## src/rtl/hd_program_loader_pkg.sv

```systemverilog
// Shared types and constants for the HD program loader and instruction memory.
// Control codes are shared with the instruction-memory side.
package hd_program_loader_pkg;

  typedef enum logic [2:0] {
    IDLE,
    LER,
    ESPERA,
    ENVIA,
    FIM
  } state_t;

  localparam logic [1:0] CTRL_ATIVO   = 2'b01;
  localparam logic [1:0] CTRL_INATIVO = 2'b00;

  localparam int unsigned MEM_PROF_DEF = 201;

endpackage

```

## src/rtl/hd_program_loader_if.sv

```systemverilog
// Bus bundle between the loader, the HD reader and the instruction memory.
// The master side drives the start request and the HD read data.
interface hd_program_loader_if;

  logic        iniciarLeitura;
  logic [31:0] enderecoHD;
  logic [31:0] tamanhoPrograma;
  logic [31:0] hdEndereco;
  logic        hdLeitura;
  logic [31:0] hdDado;
  logic [31:0] saidaDeInstrucao;
  logic [1:0]  controleSalvaInstrucao;
  logic [1:0]  ControleFimDeLeitura;
  logic        ocupado;
  logic [31:0] palavrasEnviadas;
  logic        erroTamanho;

  modport master (
    output iniciarLeitura,
    output enderecoHD,
    output tamanhoPrograma,
    output hdDado,
    input  hdEndereco,
    input  hdLeitura,
    input  saidaDeInstrucao,
    input  controleSalvaInstrucao,
    input  ControleFimDeLeitura,
    input  ocupado,
    input  palavrasEnviadas,
    input  erroTamanho
  );

  modport slave (
    input  iniciarLeitura,
    input  enderecoHD,
    input  tamanhoPrograma,
    input  hdDado,
    output hdEndereco,
    output hdLeitura,
    output saidaDeInstrucao,
    output controleSalvaInstrucao,
    output ControleFimDeLeitura,
    output ocupado,
    output palavrasEnviadas,
    output erroTamanho
  );

endinterface

```

## src/rtl/hd_program_loader.sv

```systemverilog
// Copies a program from the HD into instruction memory, one word per
// LER/ESPERA/ENVIA round; all outputs come straight from flops.
module hd_program_loader
  import hd_program_loader_pkg::*;
#(
  parameter int unsigned MEM_PROF = MEM_PROF_DEF
) (
  input  logic                 clock,
  input  logic                 reset,
  hd_program_loader_if.slave   bus
);

  localparam logic [31:0] MAXW = 32'(MEM_PROF);

  state_t      state_q, state_d;
  logic [31:0] base_q, base_d;
  logic [31:0] len_q, len_d;
  logic [31:0] cnt_q, cnt_d;
  logic [31:0] addr_q, addr_d;
  logic        rd_q, rd_d;
  logic [31:0] instr_q, instr_d;
  logic [1:0]  salva_q, salva_d;
  logic [1:0]  fim_q, fim_d;
  logic        busy_q, busy_d;
  logic        err_q, err_d;
  logic [31:0] len_in;

  assign len_in = (bus.tamanhoPrograma > MAXW) ? MAXW
                                               : bus.tamanhoPrograma;

  always_comb begin
    state_d = state_q;
    base_d  = base_q;
    len_d   = len_q;
    cnt_d   = cnt_q;
    addr_d  = addr_q;
    rd_d    = 1'b0;
    instr_d = instr_q;
    salva_d = CTRL_INATIVO;
    fim_d   = CTRL_INATIVO;
    err_d   = err_q;
    unique case (state_q)
      IDLE: begin
        if (bus.iniciarLeitura) begin
          base_d = bus.enderecoHD;
          len_d  = len_in;
          cnt_d  = '0;
          err_d  = bus.tamanhoPrograma > MAXW;
          if (len_in == '0) begin
            state_d = FIM;
            fim_d   = CTRL_ATIVO;
          end else begin
            state_d = LER;
            rd_d    = 1'b1;
            addr_d  = bus.enderecoHD;
          end
        end
      end
      LER: begin
        state_d = ESPERA;
      end
      ESPERA: begin
        instr_d = bus.hdDado;
        salva_d = CTRL_ATIVO;
        state_d = ENVIA;
      end
      ENVIA: begin
        cnt_d = cnt_q + 32'd1;
        if (cnt_d < len_q) begin
          state_d = LER;
          rd_d    = 1'b1;
          // wraps modulo 2^32 by width
          addr_d  = base_q + cnt_d;
        end else begin
          state_d = FIM;
          fim_d   = CTRL_ATIVO;
        end
      end
      FIM: begin
        state_d = IDLE;
      end
      default: begin
        state_d = IDLE;
      end
    endcase
    busy_d = (state_d != IDLE);
  end

  always_ff @(posedge clock) begin
    if (reset) begin
      state_q <= IDLE;
      base_q  <= '0;
      len_q   <= '0;
      cnt_q   <= '0;
      addr_q  <= '0;
      rd_q    <= 1'b0;
      instr_q <= '0;
      salva_q <= CTRL_INATIVO;
      fim_q   <= CTRL_INATIVO;
      busy_q  <= 1'b0;
      err_q   <= 1'b0;
    end else begin
      state_q <= state_d;
      base_q  <= base_d;
      len_q   <= len_d;
      cnt_q   <= cnt_d;
      addr_q  <= addr_d;
      rd_q    <= rd_d;
      instr_q <= instr_d;
      salva_q <= salva_d;
      fim_q   <= fim_d;
      busy_q  <= busy_d;
      err_q   <= err_d;
    end
  end

  assign bus.hdEndereco             = addr_q;
  assign bus.hdLeitura              = rd_q;
  assign bus.saidaDeInstrucao       = instr_q;
  assign bus.controleSalvaInstrucao = salva_q;
  assign bus.ControleFimDeLeitura   = fim_q;
  assign bus.ocupado                = busy_q;
  assign bus.palavrasEnviadas       = cnt_q;
  assign bus.erroTamanho            = err_q;

endmodule

```

## src/flat_wrapper.sv

```systemverilog
// flat-port wrapper written by rule: the top's interface ports become plain ports
module hd_program_loader_flat import hd_program_loader_pkg::*;
#(
  parameter int unsigned MEM_PROF = MEM_PROF_DEF
)
  (clock, reset, bus_iniciarLeitura, bus_enderecoHD, bus_tamanhoPrograma, bus_hdDado, bus_hdEndereco, bus_hdLeitura, bus_saidaDeInstrucao, bus_controleSalvaInstrucao, bus_ControleFimDeLeitura, bus_ocupado, bus_palavrasEnviadas, bus_erroTamanho);
  hd_program_loader_if bus_i ();
  input  logic clock;
  input  logic reset;
  input wire logic [$bits(bus_i.iniciarLeitura)-1:0] bus_iniciarLeitura;
  input wire logic [$bits(bus_i.enderecoHD)-1:0] bus_enderecoHD;
  input wire logic [$bits(bus_i.tamanhoPrograma)-1:0] bus_tamanhoPrograma;
  input wire logic [$bits(bus_i.hdDado)-1:0] bus_hdDado;
  output wire logic [$bits(bus_i.hdEndereco)-1:0] bus_hdEndereco;
  output wire logic [$bits(bus_i.hdLeitura)-1:0] bus_hdLeitura;
  output wire logic [$bits(bus_i.saidaDeInstrucao)-1:0] bus_saidaDeInstrucao;
  output wire logic [$bits(bus_i.controleSalvaInstrucao)-1:0] bus_controleSalvaInstrucao;
  output wire logic [$bits(bus_i.ControleFimDeLeitura)-1:0] bus_ControleFimDeLeitura;
  output wire logic [$bits(bus_i.ocupado)-1:0] bus_ocupado;
  output wire logic [$bits(bus_i.palavrasEnviadas)-1:0] bus_palavrasEnviadas;
  output wire logic [$bits(bus_i.erroTamanho)-1:0] bus_erroTamanho;
  assign bus_i.iniciarLeitura = bus_iniciarLeitura;
  assign bus_i.enderecoHD = bus_enderecoHD;
  assign bus_i.tamanhoPrograma = bus_tamanhoPrograma;
  assign bus_i.hdDado = bus_hdDado;
  assign bus_hdEndereco = bus_i.hdEndereco;
  assign bus_hdLeitura = bus_i.hdLeitura;
  assign bus_saidaDeInstrucao = bus_i.saidaDeInstrucao;
  assign bus_controleSalvaInstrucao = bus_i.controleSalvaInstrucao;
  assign bus_ControleFimDeLeitura = bus_i.ControleFimDeLeitura;
  assign bus_ocupado = bus_i.ocupado;
  assign bus_palavrasEnviadas = bus_i.palavrasEnviadas;
  assign bus_erroTamanho = bus_i.erroTamanho;
  hd_program_loader #(.MEM_PROF(MEM_PROF)) u_core (.clock(clock), .reset(reset), .bus(bus_i));
endmodule
```

## config.mk

```make
export PLATFORM = sky130hd
export DESIGN_NAME = hd_program_loader_flat
export DESIGN_NICKNAME = d
export VERILOG_FILES = /design/src/rtl/hd_program_loader_pkg.sv /design/src/rtl/hd_program_loader_if.sv /design/src/rtl/hd_program_loader.sv /design/src/flat_wrapper.sv
export SDC_FILE = /design/constraint.sdc
export NUM_CORES = 1
export LEC_CHECK = 0
export ABC_AREA = 1
export CORE_MARGIN = 5
export CORE_UTILIZATION = 55
export CTS_CLUSTER_SIZE = 8
export DETAILED_ROUTE_END_ITERATION = 12
export GPL_ROUTABILITY_DRIVEN = 0
export GPL_TIMING_DRIVEN = 0
export PLACE_DENSITY = 0.84
export SLEW_MARGIN = 40
export SYNTH_ARGS = -nofsm -noshare
export SYNTH_HDL_FRONTEND = slang
export SYNTH_SLANG_ARGS = --single-unit
```

## constraint.sdc

```tcl
create_clock -name clock -period 4 [get_ports clock]
set_input_delay 0.8 -clock clock [delete_from_list [all_inputs] [get_ports clock]]
set_output_delay 0.8 -clock clock [all_outputs]
set_load 0.02 [all_outputs]
```

After elaboration in Yosys (flattened, before gate mapping):

Index checks and enable logic that the tools add are counted.
W data, S select, Z words.

* bits in registers: 170
* input port bits: 99

* equal/unequal tests: 6
* reductions and logical operators: 7
* muxes and demuxes: 20
* $lt $le $gt $ge: 2
* add/sub/neg operators: 2

Operators with widths (number)
* $mux W32: 5
* $pmux W32 S2: 2
* $add A32 B1 Y32 const B: 1
* $add A32 B32 Y32: 1
* $gt A32 B8 Y1 const B: 1
* $logic_not A32 Y1: 1
* $lt A32 B32 Y1: 1
* $pmux W3 S4: 1
* $mux W3: 3
* $eq A3 B2 Y1 const B: 2
* $mux W1: 6
* $ne A2 B2 Y1 const B: 2
* $pmux W2 S2: 1
* $reduce_and A2 Y1: 2
* $reduce_and A4 Y1: 1
* $eq A3 B1 Y1 const B: 1
* $logic_not A3 Y1: 1
* $reduce_bool A3 Y1: 1
* $mux W2: 1
* $ne A2 B1 Y1 const B: 1
* $pmux W1 S2: 1
* $reduce_bool A2 Y1: 1

Logic depth before layout (Yosys ltp):

* depth after elaboration: 7
* gate-level depth with buffers: 24
* mapped depth without buffers: 24

Least setup slack after synthesis:

OpenSTA, ideal clock, no wires.

* path kind: reg-to-reg
* start point: register u_core.cnt_q[0], in the netlist u_core.bus.palavrasEnviadas[0]
* end point: register u_core.addr_q[22], in the netlist u_core.bus.hdEndereco[22]
* stages on the path, launching flop included: 21
* library setup time: 111 ps
* path slack: 1175 ps
* required time: 3889 ps
* arrival time: 2713 ps
* path through: dfxtp_1 > ha_1 > inv_1 > nor3_4 > nand3_1 > nor3_1 > nand2_1 > nand2_1 > inv_1 > ha_1 > a21oi_1 > o21ai_0 > nor2_1 > nand2_1 > nor2_1 > nand3_2 > nand2_2 > inv_2 > buf_6 > nor2_1 > nor2_1

* cells in the longest elaborated chain, start to end: 4
* elaborated cells on any way between the ends: 7

Ends and longest elaborated chain
* start: declaration: line hd_program_loader.sv:18 `logic [31:0] cnt_q, cnt_d;`
* start signal: assignment: line hd_program_loader.sv:106 `cnt_q <= cnt_d;`
* $add A32 B1 Y32 *: line hd_program_loader.sv:68 `cnt_d = cnt_q + 32'd1;`
* $add A32 B32 Y32 / $lt A32 B32 Y1 (equally long branches): line hd_program_loader.sv:73, hd_program_loader.sv:69
* $mux W32 / $ne A2 B1 Y1 (equally long branches)
* $pmux W32 S2 / $reduce_and A4 Y1 (equally long branches)
* end signal: assignment: line hd_program_loader.sv:107 `addr_q <= addr_d;`
* end: declaration: line hd_program_loader.sv:19 `logic [31:0] addr_q, addr_d;`

Every way passes the cells marked *; elsewhere a longest branch is shown, timed or not. The select of a mux whose other input is x is not followed.
A chain may end at the register's enable or synchronous reset.

Worst setup path in the final report:

* start point: register u_core.cnt_q[0], in the netlist u_core.bus.palavrasEnviadas[0]
* end point: register u_core.addr_q[27], in the netlist u_core.bus.hdEndereco[27]

Same word-level chain as after synthesis.

==> Implementation_results.wiki <==
{| class="wikitable"
! Metric !! Value
|-
| Outcome || finished with violations
|-
| Violations in the final reports || DRC
|-
| Post-Synthesis Cells || between 1500 and 2000
|-
| Proportion of layout cells with a drive suffix above 1 || 0.0562
|-
| Initial core utilization || 0.561
|-
| Placed insts || 2114
|-
| Proportion of synthesized area in mux cells || 0
|-
| Number of nets in the layout || ~2000
|-
| Data arrival time of the worst path || approximately 4 ns
|-
| Setup repair after global routing missed its margin || false
|-
| Average instance area after synthesis || 6.38 um2
|-
| Number of standard-cell rows in the floorplan || 50
|-
| Post-route clock period utilization || 0.930
|-
| Vias per Instance || roughly 5.4
|-
| Endpoint required time on the critical path || about 4.3 ns
|-
| Maximum fanout encountered on the critical timing path || 10
|-
| Crit Path Class || register to register
|-
| Core Box Area || between 15000 and 20000 um2
|-
| Initial antenna violation count || 0
|-
| Layout area overhead || 27.5%
|-
| Post-synthesis share of cell area spent on xor and xnor gates || 0.0232
|-
| Post-synthesis sequential element count || between 150 and 200
|-
| Type of the most critical hold path || register to register
|-
| Critical Path Sink Type || register
|-
| RR Startpoint || u_core.bus.palavrasEnviadas[0]
|-
| Cell area after placement || roughly 13000 um2
|-
| Count of buffers from port buffering || roughly 200
|-
| Final core utilization || 0.715
|-
| Leakage power of the design || 6.22 nW
|-
| Max rail drop VDD || ~330 uV
|-
| Final Routed Wirelength || roughly 34000 um
|-
| Setup Total Neg Slack || 0 ns
|-
| DRT iter0 DRCs || 1042
|-
| I/O Pins || ~200
|-
| Synth Area in Compound Gates || 0.0929
|-
| Count of unique library cells instantiated by Yosys || 43
|-
| Worst-skew pair later-pin latency || ~0.45 ns
|-
| Non-filler cells, final || 2146
|-
| Global-route wire length before repair || between 50000 and 60000 um
|-
| Post-Route Skew || about 0.0083 ns
|-
| Total congestion overflow after global routing || 0
|-
| Launch point of the worst hold path || u_core.len_q[26]
|-
| Commonest non-fill, non-tap cell in the layout || sky130_fd_sc_hd__nand2_1
|-
| Max-Slew Margin vs Limit || 0.524
|-
| Root cell of the clock tree || sky130_fd_sc_hd__clkbuf_16
|-
| Fillers || 1625
|-
| Worst-margin pin slew || 0.714 ns
|-
| Main combinational cell family by area after synthesis || simple AND/OR/NAND/NOR gates
|-
| Die height || 149 um
|-
| Highest-count cells in the layout ignoring fill and taps || sky130_fd_sc_hd__nand2_1, sky130_fd_sc_hd__nor2_1, sky130_fd_sc_hd__clkdlybuf4s50_1, sky130_fd_sc_hd__inv_1, sky130_fd_sc_hd__dfxtp_1
|-
| Pwr Density || between 300 and 400 nW/um2
|-
| Final max-slew violation count || 0
|-
| Startpoint Class || register
|-
| Post-Synth Adder-Cell Area || 0.0766
|-
| CTS H-Tree Depth || 4
|-
| Final Hold Viols || 0
|-
| Routed len/inst || approximately 16 um
|-
| Crit path launch || u_core.bus.palavrasEnviadas[0]
|-
| Maximum number of buffers from clock root to sink || 2
|-
| Die W || ~150 um
|-
| TritonCTS buffer count || 17
|-
| Max frequency || 269 MHz
|-
| Total global routing track utilization || 0.309
|-
| Synthesized area || roughly 11000 um2
|-
| Pre-Repair DR Iteration Count || 12
|-
| Clock Sink Count || ~170
|-
| Antenna Diode Count || 0
|-
| Count of vias placed by the detailed router || 11550
|-
| Largest net degree at the start of global routing || 18
|-
| DRC errors left || 1
|-
| Number of nets with antenna violations after detailed routing || 0
|-
| Number of buffers inserted to repair setup after CTS || 0
|-
| Number of warning messages in the yosys log || 0
|-
| Area of the die || 22100 um2
|-
| Number of failing setup endpoints in the final timing report || 0
|-
| Part of the Yosys area used for sequential elements || 0.319
|-
| Total Power Consumption || ~0.0046 W
|-
| Clk slew on worst S/H paths || 0.08 ns
|-
| Maximum Capacitance Violations || 0
|-
| Synthesized-area fraction occupied by and/or/nand/nor cells || 0.388
|-
| Final min period || around 3.7 ns
|-
| Final instance area || between 10000 and 15000 um2
|-
| Total half-perimeter wirelength after legalization and detailed placement || ~27000 um
|-
| Via count of the first global-routing pass || roughly 11000
|-
| Clock tree from TritonCTS || yes
|}
[routing by layer]
metal | routed length (um) | GRT usage
met1 | 14000 | 0.391
met2 | 16200 | 0.517
met3 | 2780 | 0.0564
met4 | 1420 | 0.130
met5 | 0 | 0
[logic make-up (layout without fill, tap and decap cells)]
group / Yosys count / count (layout)
AND/OR/NAND/NOR: 939 / 939
buffers and inverters: 269 / 499
AO/OA/AOI/OAI: 186 / 186
flip-flops: 168 / 168
adder cells (fa/ha/maj): 64 / 64
XOR/XNOR: 28 / 28
other: 1 / 2
[Yosys cell counts, drive strengths merged]
library cell,count,area (um2)
clkbuf,39,146
nand3,76,395
a21oi,94,482
o21bai,6,45.0
nor2,269,1070
nand3b,40,300
o211ai,1,7.51
a21o,3,22.5
clkinv,1,3.75
o221ai,2,17.5
and2,2,12.5
xor2,15,131
fa,1,20.0
inv,210,788
nand4,21,146
ha,63,788
nor3,42,252
buf,19,123
nand2,478,1830
nor4,4,40.0
o21ai,77,385
xnor2,13,114
conb,1,3.75
a31oi,1,6.26
dfxtp,168,3360
or2,7,43.8
o21a,2,15.0
[state kept, by name (all words and copies together) (netlist names), 3 cells and up]
signal / cells
u_core.bus.palavrasEnviadas: 32
u_core.state_q: 3
u_core.base_q: 32
u_core.bus.saidaDeInstrucao: 32
u_core.len_q: 32
u_core.bus.hdEndereco: 32
[timing repair]
item,4_1_cts,5_1_grt
hold buffers,0,0
resized for setup,0,1
setup endpoints to repair,0,11
[stage by stage]
step | hold slack (ns) | worst slack (ns)
2_1_floorplan | 0.430 | 1.18
3_3_place_gp | 0.439 | 0.274
3_5_place_dp | 0.443 | 0.258
4_1_cts | 0.455 | 0.243
5_1_grt | 0.478 | 0.00187
6_report | 0.452 | 0.282
[power by group]
part / internal [W] / switching [W]
clock network: 0.000888 / 0.000810
logic: 0.000443 / 0.000616
registers: 0.00181 / 0.0000734
[cell type report]
class	instances	area (um2)	area share
sequential	168	3360	0.250
tap	260	325	0.0242
clock inverter	14	158	0.0117
timing repair buffer	198	1980	0.147
buffer	58	269	0.0200
clock buffer	18	429	0.0319
multi-input combinational	1219	6140	0.456
inverter	211	792	0.0588
[worst max-delay path: stages, from the launching register on]
cell                      delay, ns
sky130_fd_sc_hd__dfxtp_1       0.51
sky130_fd_sc_hd__ha_1          0.29
sky130_fd_sc_hd__inv_1         0.11
sky130_fd_sc_hd__nor3_4        0.21
sky130_fd_sc_hd__nand3_1       0.19
sky130_fd_sc_hd__nor3_1        0.28
sky130_fd_sc_hd__nand2_1       0.11
sky130_fd_sc_hd__nand2_1       0.08
sky130_fd_sc_hd__inv_1         0.08
sky130_fd_sc_hd__ha_1          0.19
sky130_fd_sc_hd__a21oi_1       0.13
sky130_fd_sc_hd__o21ai_0       0.09
sky130_fd_sc_hd__nor2_1        0.09
sky130_fd_sc_hd__nand2_1       0.06
sky130_fd_sc_hd__nor2_1        0.29
sky130_fd_sc_hd__nand3_4       0.22
sky130_fd_sc_hd__nand2_2       0.16
sky130_fd_sc_hd__inv_2         0.10
sky130_fd_sc_hd__buf_6         0.15
sky130_fd_sc_hd__nor2_1        0.21
sky130_fd_sc_hd__nor2_1        0.06
[final timing paths]
kind                            depth (start not counted)                        end  slack (ns)
worst max-delay path                                   20  u_core.bus.hdEndereco[27]        0.28
worst min-delay path                                    2           u_core.len_q[26]        0.45
worst min register to register                          2           u_core.len_q[26]        0.45
worst max register to register                         20  u_core.bus.hdEndereco[27]        0.28
No activity file was read; power rests on OpenSTA's default activity.
==> RTL edit 1, RTL diff (same flow settings) <==
Make the reset (`reset`) asynchronous in one clocked block.
--- a/src/rtl/hd_program_loader.sv
+++ b/src/rtl/hd_program_loader.sv
@@ -86,7 +86,7 @@
     busy_d = (state_d != IDLE);
   end
 
-  always_ff @(posedge clock) begin
+  always_ff @(posedge clock or posedge reset) begin
     if (reset) begin
       state_q <= IDLE;
       base_q  <= '0;
Formal check against the unedited RTL: differs if reset is asserted again (counterexample within 4 cycles, from zero or initial values and one cycle with reset high); with reset held inactive, the same outputs for 10 cycles.
==> RTL edit 1 against the unedited design <==
Utilization up 1.0 points; routed wire length down 5.6%; global-route usage decreased by 1.2 points; worst setup slack improved by 0.049 ns; sequential cell count did not move; final area is 1.1% higher; area after synthesis down 0.36%.
Power is not compared: it rests on default switching activity, and its combinational part moved more than twofold at a synthesized area within 25%.
==> RTL edit 1: results (changes against the unedited design) <==
\begin{tabular}{lr}
\hline
Metric & Value \\
\hline
\multicolumn{2}{l}{\textbf{Outcome}} \\
Status & completed (was finished with violations) \\
\multicolumn{2}{l}{\textbf{Drt}} \\
Aggregate routed wire length & 32500 µm (was 34500 µm) \\
Per-cell via count in the routed design & 5.47 (was 5.38) \\
First drt pass iteration count & 6 (was 12) \\
DRT iter0 DRCs & 1157 (was 1042) \\
\multicolumn{2}{l}{\textbf{Timing}} \\
Clock Skews & 0.00877 ns (was 0.00825 ns) \\
Final setup violation count & 0 (unchanged) \\
Measured slew at the worst slew-check pin & 0.764 ns (was 0.714 ns) \\
\multicolumn{2}{l}{\textbf{Layout}} \\
Filler Cells Inserted & 1438 (was 1625) \\
Share of final-layout standard cells stronger than drive strength 1 & 5.38\% (was 5.62\%) \\
Final net count & 1880 (was 2036) \\
\multicolumn{2}{l}{\textbf{Global route}} \\
Total GRT Usage & 29.7\% (was 30.9\%) \\
Pin count of the biggest net entering global routing & 27 (was 18) \\
\multicolumn{2}{l}{\textbf{Placed design}} \\
Pre-CTS WS & 0.169 ns (was 0.258 ns) \\
Post-detailed-placement half-perimeter wirelength & 24800 µm (was 26800 µm) \\
Number of input and output port buffers inserted & 199 (was 198) \\
\multicolumn{2}{l}{\textbf{Critical path}} \\
Slack of the worst reg-to-reg path & 0.33 ns (was 0.28 ns) \\
Register-to-Register Path Depth & 21 (was 20) \\
Source of the worst register-to-register timing path & u\_core.bus.palavrasEnviadas[0] (unchanged) \\
Worst reg2reg path endpoint & u\_core.bus.hdEndereco[16] (was u\_core.bus.hdEndereco[27]) \\
Crit path max-delay cell type & dfrtp\_1 (was dfxtp\_1) \\
Arrival time at the worst endpoint & 4.00 ns (was 4.06 ns) \\
\multicolumn{2}{l}{\textbf{Logic synthesis}} \\
Asr flop ratio synth & 100\% (was 0\%) \\
Leading cell types by count after synthesis & nand2\_1 (577), inv\_1 (221), dfrtp\_1 (168) (was nand2\_1 (465), nor2\_1 (258), inv\_1 (197)) \\
Cell types with the largest area share after synthesis & dfrtp\_1 (40\%), nand2\_1 (21\%), inv\_1 (7.9\%), ha\_1 (7.5\%), nand3\_1 (4.4\%) (was dfxtp\_1 (32\%), nand2\_1 (17\%), nor2\_1 (9.2\%), ha\_1 (7.5\%), inv\_1 (7.0\%)) \\
Fraction of the yosys area taken by sequential cells & 40.0\% (was 31.9\%) \\
\multicolumn{2}{l}{\textbf{Hold path}} \\
Min-Delay Startpoint & u\_core.bus.saidaDeInstrucao[22] (was u\_core.len\_q[26]) \\
\hline
\end{tabular}
==> RTL edit 1: worst max-delay path: cells and delay by family (launching register included) <==
| family | cells | cell delay [ns] |
|---|---|---|
| simple gates | 13 | 1.53 |
| fa+ha+maj | 2 | 0.53 |
| flops | 1 | 0.43 |
| compound gates | 3 | 0.42 |
| buf+inv | 2 | 0.37 |
| xor+xnor | 1 | 0.29 |
==> RTL edit 1: how the worst max path moves through the flow <==
stage / end / cells after the start
finish: u_core.bus.hdEndereco[16] / 21
floorplan: u_core.bus.hdEndereco[0] / 21
detailed placement: u_core.bus.hdEndereco[11] / 22
global placement: u_core.bus.hdEndereco[2] / 2
global route: u_core.bus.hdEndereco[11] / 22
CTS: u_core.bus.hdEndereco[26] / 22
==> RTL edit 1: stage by stage <==
step	utilization [%]	area (µm²)	power (W)	cells	hold slack [ns]
final	72.5	13600	0.00835	1964	0.470
after global routing	72.5	13600	0.00888	1964	0.489
after CTS	72.4	13600	0.00831	1964	0.471
after detailed placement	69.3	13000	0.00662	1932	0.452
after global placement	68.3	12800	0.00647	1924	0.449
after floorplan	-	10500	0.00498	1491	0.436
==> RTL edit 1: metal layers <==
metal / vias up / track usage, % / share of wire [%]
li1: 5115 / - / -
met1: 4919 / 35.2 / 37
met2: 559 / 50.0 / 47
met3: 150 / 7.62 / 10
met4: 0 / 15.3 / 5.7
met5: - / 0 / 0
==> RTL edit 1: area by class of cell <==
cell class / instances / area [µm²] / area share (%)
timing repair buffer: 207 / 2190 / 16.1
multi-input combinational: 1057 / 5310 / 39.0
clock buffer: 17 / 425 / 3.13
buffer: 39 / 174 / 1.28
inverter: 227 / 856 / 6.29
sequential: 168 / 4200 / 30.9
clock inverter: 15 / 155 / 1.14
tap: 234 / 293 / 2.15
==> RTL edit 1: cells by family (layout without fill, tap and decap cells) <==
| logic type | count (synthesis) | after routing | share of synthesized area [%] |
|---|---|---|---|
| fa+ha+maj | 64 | 64 | 7.68 |
| simple gates | 822 | 822 | 33.1 |
| compound gates | 147 | 147 | 7.60 |
| xor+xnor | 22 | 22 | 1.83 |
| flops | 168 | 168 | 40.0 |
| other cells | 1 | 2 | 0.0357 |
| buf+inv | 266 | 505 | 9.75 |
==> RTL edit 1: report_power, final <==
part	internal (W)	switching (W)
clock	0.000836	0.000812
combinational	0.00152	0.00259
sequential	0.00224	0.000340
total	0.00460	0.00374
==> RTL edit 1: repair_timing <==
item                                    in CTS  in global routing
buffers inserted                             0                  0
endpoints found under the setup margin       0                 35
gates resized for setup                      0                  3
==> RTL edit 2, RTL diff (same settings) <==
Without the edit above. Encoding of `state_t`: now one-hot (5 bits for 5 states).
--- a/src/rtl/hd_program_loader_pkg.sv
+++ b/src/rtl/hd_program_loader_pkg.sv
@@ -2,12 +2,12 @@
 // Control codes are shared with the instruction-memory side.
 package hd_program_loader_pkg;
 
-  typedef enum logic [2:0] {
-    IDLE,
-    LER,
-    ESPERA,
-    ENVIA,
-    FIM
+  typedef enum logic [4:0] {
+    IDLE   = 5'b00001,
+    LER    = 5'b00010,
+    ESPERA = 5'b00100,
+    ENVIA  = 5'b01000,
+    FIM    = 5'b10000
   } state_t;
 
   localparam logic [1:0] CTRL_ATIVO   = 2'b01;
Formal check against the unedited RTL: same outputs for any inputs over 10 cycles, from zero or initial values and one cycle with reset high; not proved beyond that.
==> RTL edit 2 against the unedited design <==
Power fell by 8.6%; count of clock-buffer cells in the layout fell by 1; sequential cell count rose by 2; routed wire length fell by 4.1%; maximum frequency fell by 1.9%; worst setup slack got worse by 0.071 ns; area after synthesis fell by 5.8%; non-clock buffer count rose by 7; final area fell by 4.0%; largest cell class unchanged.
==> RTL edit 2: results (changes against the unedited design) <==
\begin{tabular}{lr}
\hline
Metric & Value \\
\hline
\multicolumn{2}{l}{\textbf{Logic synthesis}} \\
Post-synthesis cell count & 1508 (was 1655) \\
Leading cell types by count after synthesis & nand2\_1 (424), nor2\_1 (214), dfxtp\_1 (170) (was nand2\_1 (465), nor2\_1 (258), inv\_1 (197)) \\
Fraction of the yosys area taken by sequential cells & 34.2\% (was 31.9\%) \\
Number of distinct library cells after synthesis & 49 (was 43) \\
Cell types with the largest area share after synthesis & dfxtp\_1 (34\%), nand2\_1 (16\%), nor2\_1 (8.1\%), ha\_1 (7.9\%), a21oi\_1 (6.8\%) (was dfxtp\_1 (32\%), nand2\_1 (17\%), nor2\_1 (9.2\%), ha\_1 (7.5\%), inv\_1 (7.0\%)) \\
Asr flop ratio synth & 0\% (unchanged) \\
\multicolumn{2}{l}{\textbf{Timing}} \\
Slew Viols, Final & 0 (unchanged) \\
Clock Skews & 0.00846 ns (was 0.00825 ns) \\
Relative max-transition margin & 41.9\% (was 52.4\%) \\
\multicolumn{2}{l}{\textbf{Placed design}} \\
Post-DP Area & 12200 µm² (was 12900 µm²) \\
Number of input and output port buffers inserted & 198 (unchanged) \\
Post-detailed-placement half-perimeter wirelength & 25200 µm (was 26800 µm) \\
Number of placed instances, taps included & 1936 (was 2114) \\
\multicolumn{2}{l}{\textbf{Global route}} \\
Via count of the first global-routing pass & 10400 (was 11000) \\
Global-route wire length before repair & 51500 µm (was 54300 µm) \\
Total GRT Usage & 31.3\% (was 30.9\%) \\
\multicolumn{2}{l}{\textbf{Drt}} \\
Per-cell via count in the routed design & 5.57 (was 5.38) \\
Aggregate routed wire length & 33000 µm (was 34500 µm) \\
First drt pass iteration count & 8 (was 12) \\
Met2 Routed Length & 15200 µm (was 16200 µm) \\
Met3 Routed Length & 3560 µm (was 2780 µm) \\
DRT iter0 DRCs & 1287 (was 1042) \\
Met1 wire length & 13000 µm (was 14000 µm) \\
\multicolumn{2}{l}{\textbf{Power and ir drop}} \\
Leak & 5.72 nW (was 6.22 nW) \\
Worst vdd ir & 0.328 mV (was 0.332 mV) \\
\multicolumn{2}{l}{\textbf{Hold path}} \\
Hold/Removal Path Class & reg2reg (unchanged) \\
\multicolumn{2}{l}{\textbf{Critical path}} \\
Slowest stage delay, CP & 0.37 ns (was 0.51 ns) \\
Crit path max-delay cell type & dfxtp\_4 (was dfxtp\_1) \\
Arrival time at the worst endpoint & 4.15 ns (was 4.06 ns) \\
\multicolumn{2}{l}{\textbf{CTS}} \\
TritonCTS clock tree & built (unchanged) \\
TritonCTS Buffers & 17 (unchanged) \\
\multicolumn{2}{l}{\textbf{Layout}} \\
Non-filler instance count after layout & 1975 (was 2146) \\
Share of final-layout standard cells stronger than drive strength 1 & 6.13\% (was 5.62\%) \\
\multicolumn{2}{l}{\textbf{Outcome}} \\
Status & completed (was finished with violations) \\
\hline
\end{tabular}
==> RTL edit 2: per-layer routing <==
| metal | up-vias | GRT usage, % |
|---|---|---|
| met5 | - | 0 |
| met4 | 0 | 10.9 |
| met3 | 107 | 8.47 |
| met2 | 591 | 52.5 |
| met1 | 5001 | 38.9 |
| li1 | 5308 | - |
==> RTL edit 2: area by class of cell <==
cell class | instances | area, µm²
Tap cell | 229 | 287
Clock inverter | 15 | 184
Buffer | 58 | 267
Sequential cell | 170 | 3410
Inverter | 144 | 543
Fill cell | 1448 | 4970
Multi-Input combinational cell | 1137 | 5770
Timing Repair Buffer | 205 | 2050
Clock buffer | 17 | 425
==> RTL edit 2: power breakdown <==
group	switching [W]	total (W)	leakage (nW)	internal (W)
Combinational	0.000398	0.000694	4.05	0.000296
Clock	0.000779	0.00172	0.285	0.000945
Sequential	0.0000473	0.00182	1.38	0.00178
==> RTL edit 2: cells by family (layout without fill, tap and decap cells) <==
logic type,after synthesis,count (layout),share of synthesized area [%]
muxes,2,2,0.201
other,1,2,0.0377
AOI/OAI and AO/OA,252,252,13.3
DFF,170,170,34.2
adders and majority gates,64,64,8.13
buffers and inverters,202,439,8.01
xor gates and xnor gates,28,28,2.73
and+or+nand+nor,789,789,33.3
==> RTL edit 2: metrics by stage <==
stage | worst slack (ns) | util (%) | hold slack, ns
final | 0.211 | 72.2 | 0.453
after global routing | -0.00917 | 72.2 | 0.477
after CTS | 0.0309 | 71.7 | 0.456
after detailed placement | 0.0464 | 68.2 | 0.445
after global placement | 0.114 | 68.2 | 0.437
after floorplan | 0.651 | - | 0.430
==> RTL edit 2: worst min-delay path: cells and delay by family (launching register included) <==
family | cells | cell delay, ns
buf+inv | 1 | 0.06
simple gates | 1 | 0.05
flops | 1 | 0.30
==> RTL edit 2: timing repair <==
action | 4_1_cts | 5_1_grt
cloned | 0 | 2
endpoints found under the setup margin | 2 | 34
pin swaps | 2 | 7
buffers inserted | 0 | 5
gates resized for setup | 3 | 12
hold buffers | 0 | 0
==> RTL edit 2: final timing paths <==
check	to	from	cells after the start	slack, ns
max	u_core.bus.hdEndereco[8]	u_core.bus.palavrasEnviadas[0]	27	0.21
min	u_core.len_q[12]	u_core.len_q[12]	2	0.45
max reg2reg	u_core.bus.hdEndereco[8]	u_core.bus.palavrasEnviadas[0]	27	0.21
min reg2reg	u_core.len_q[12]	u_core.len_q[12]	2	0.45
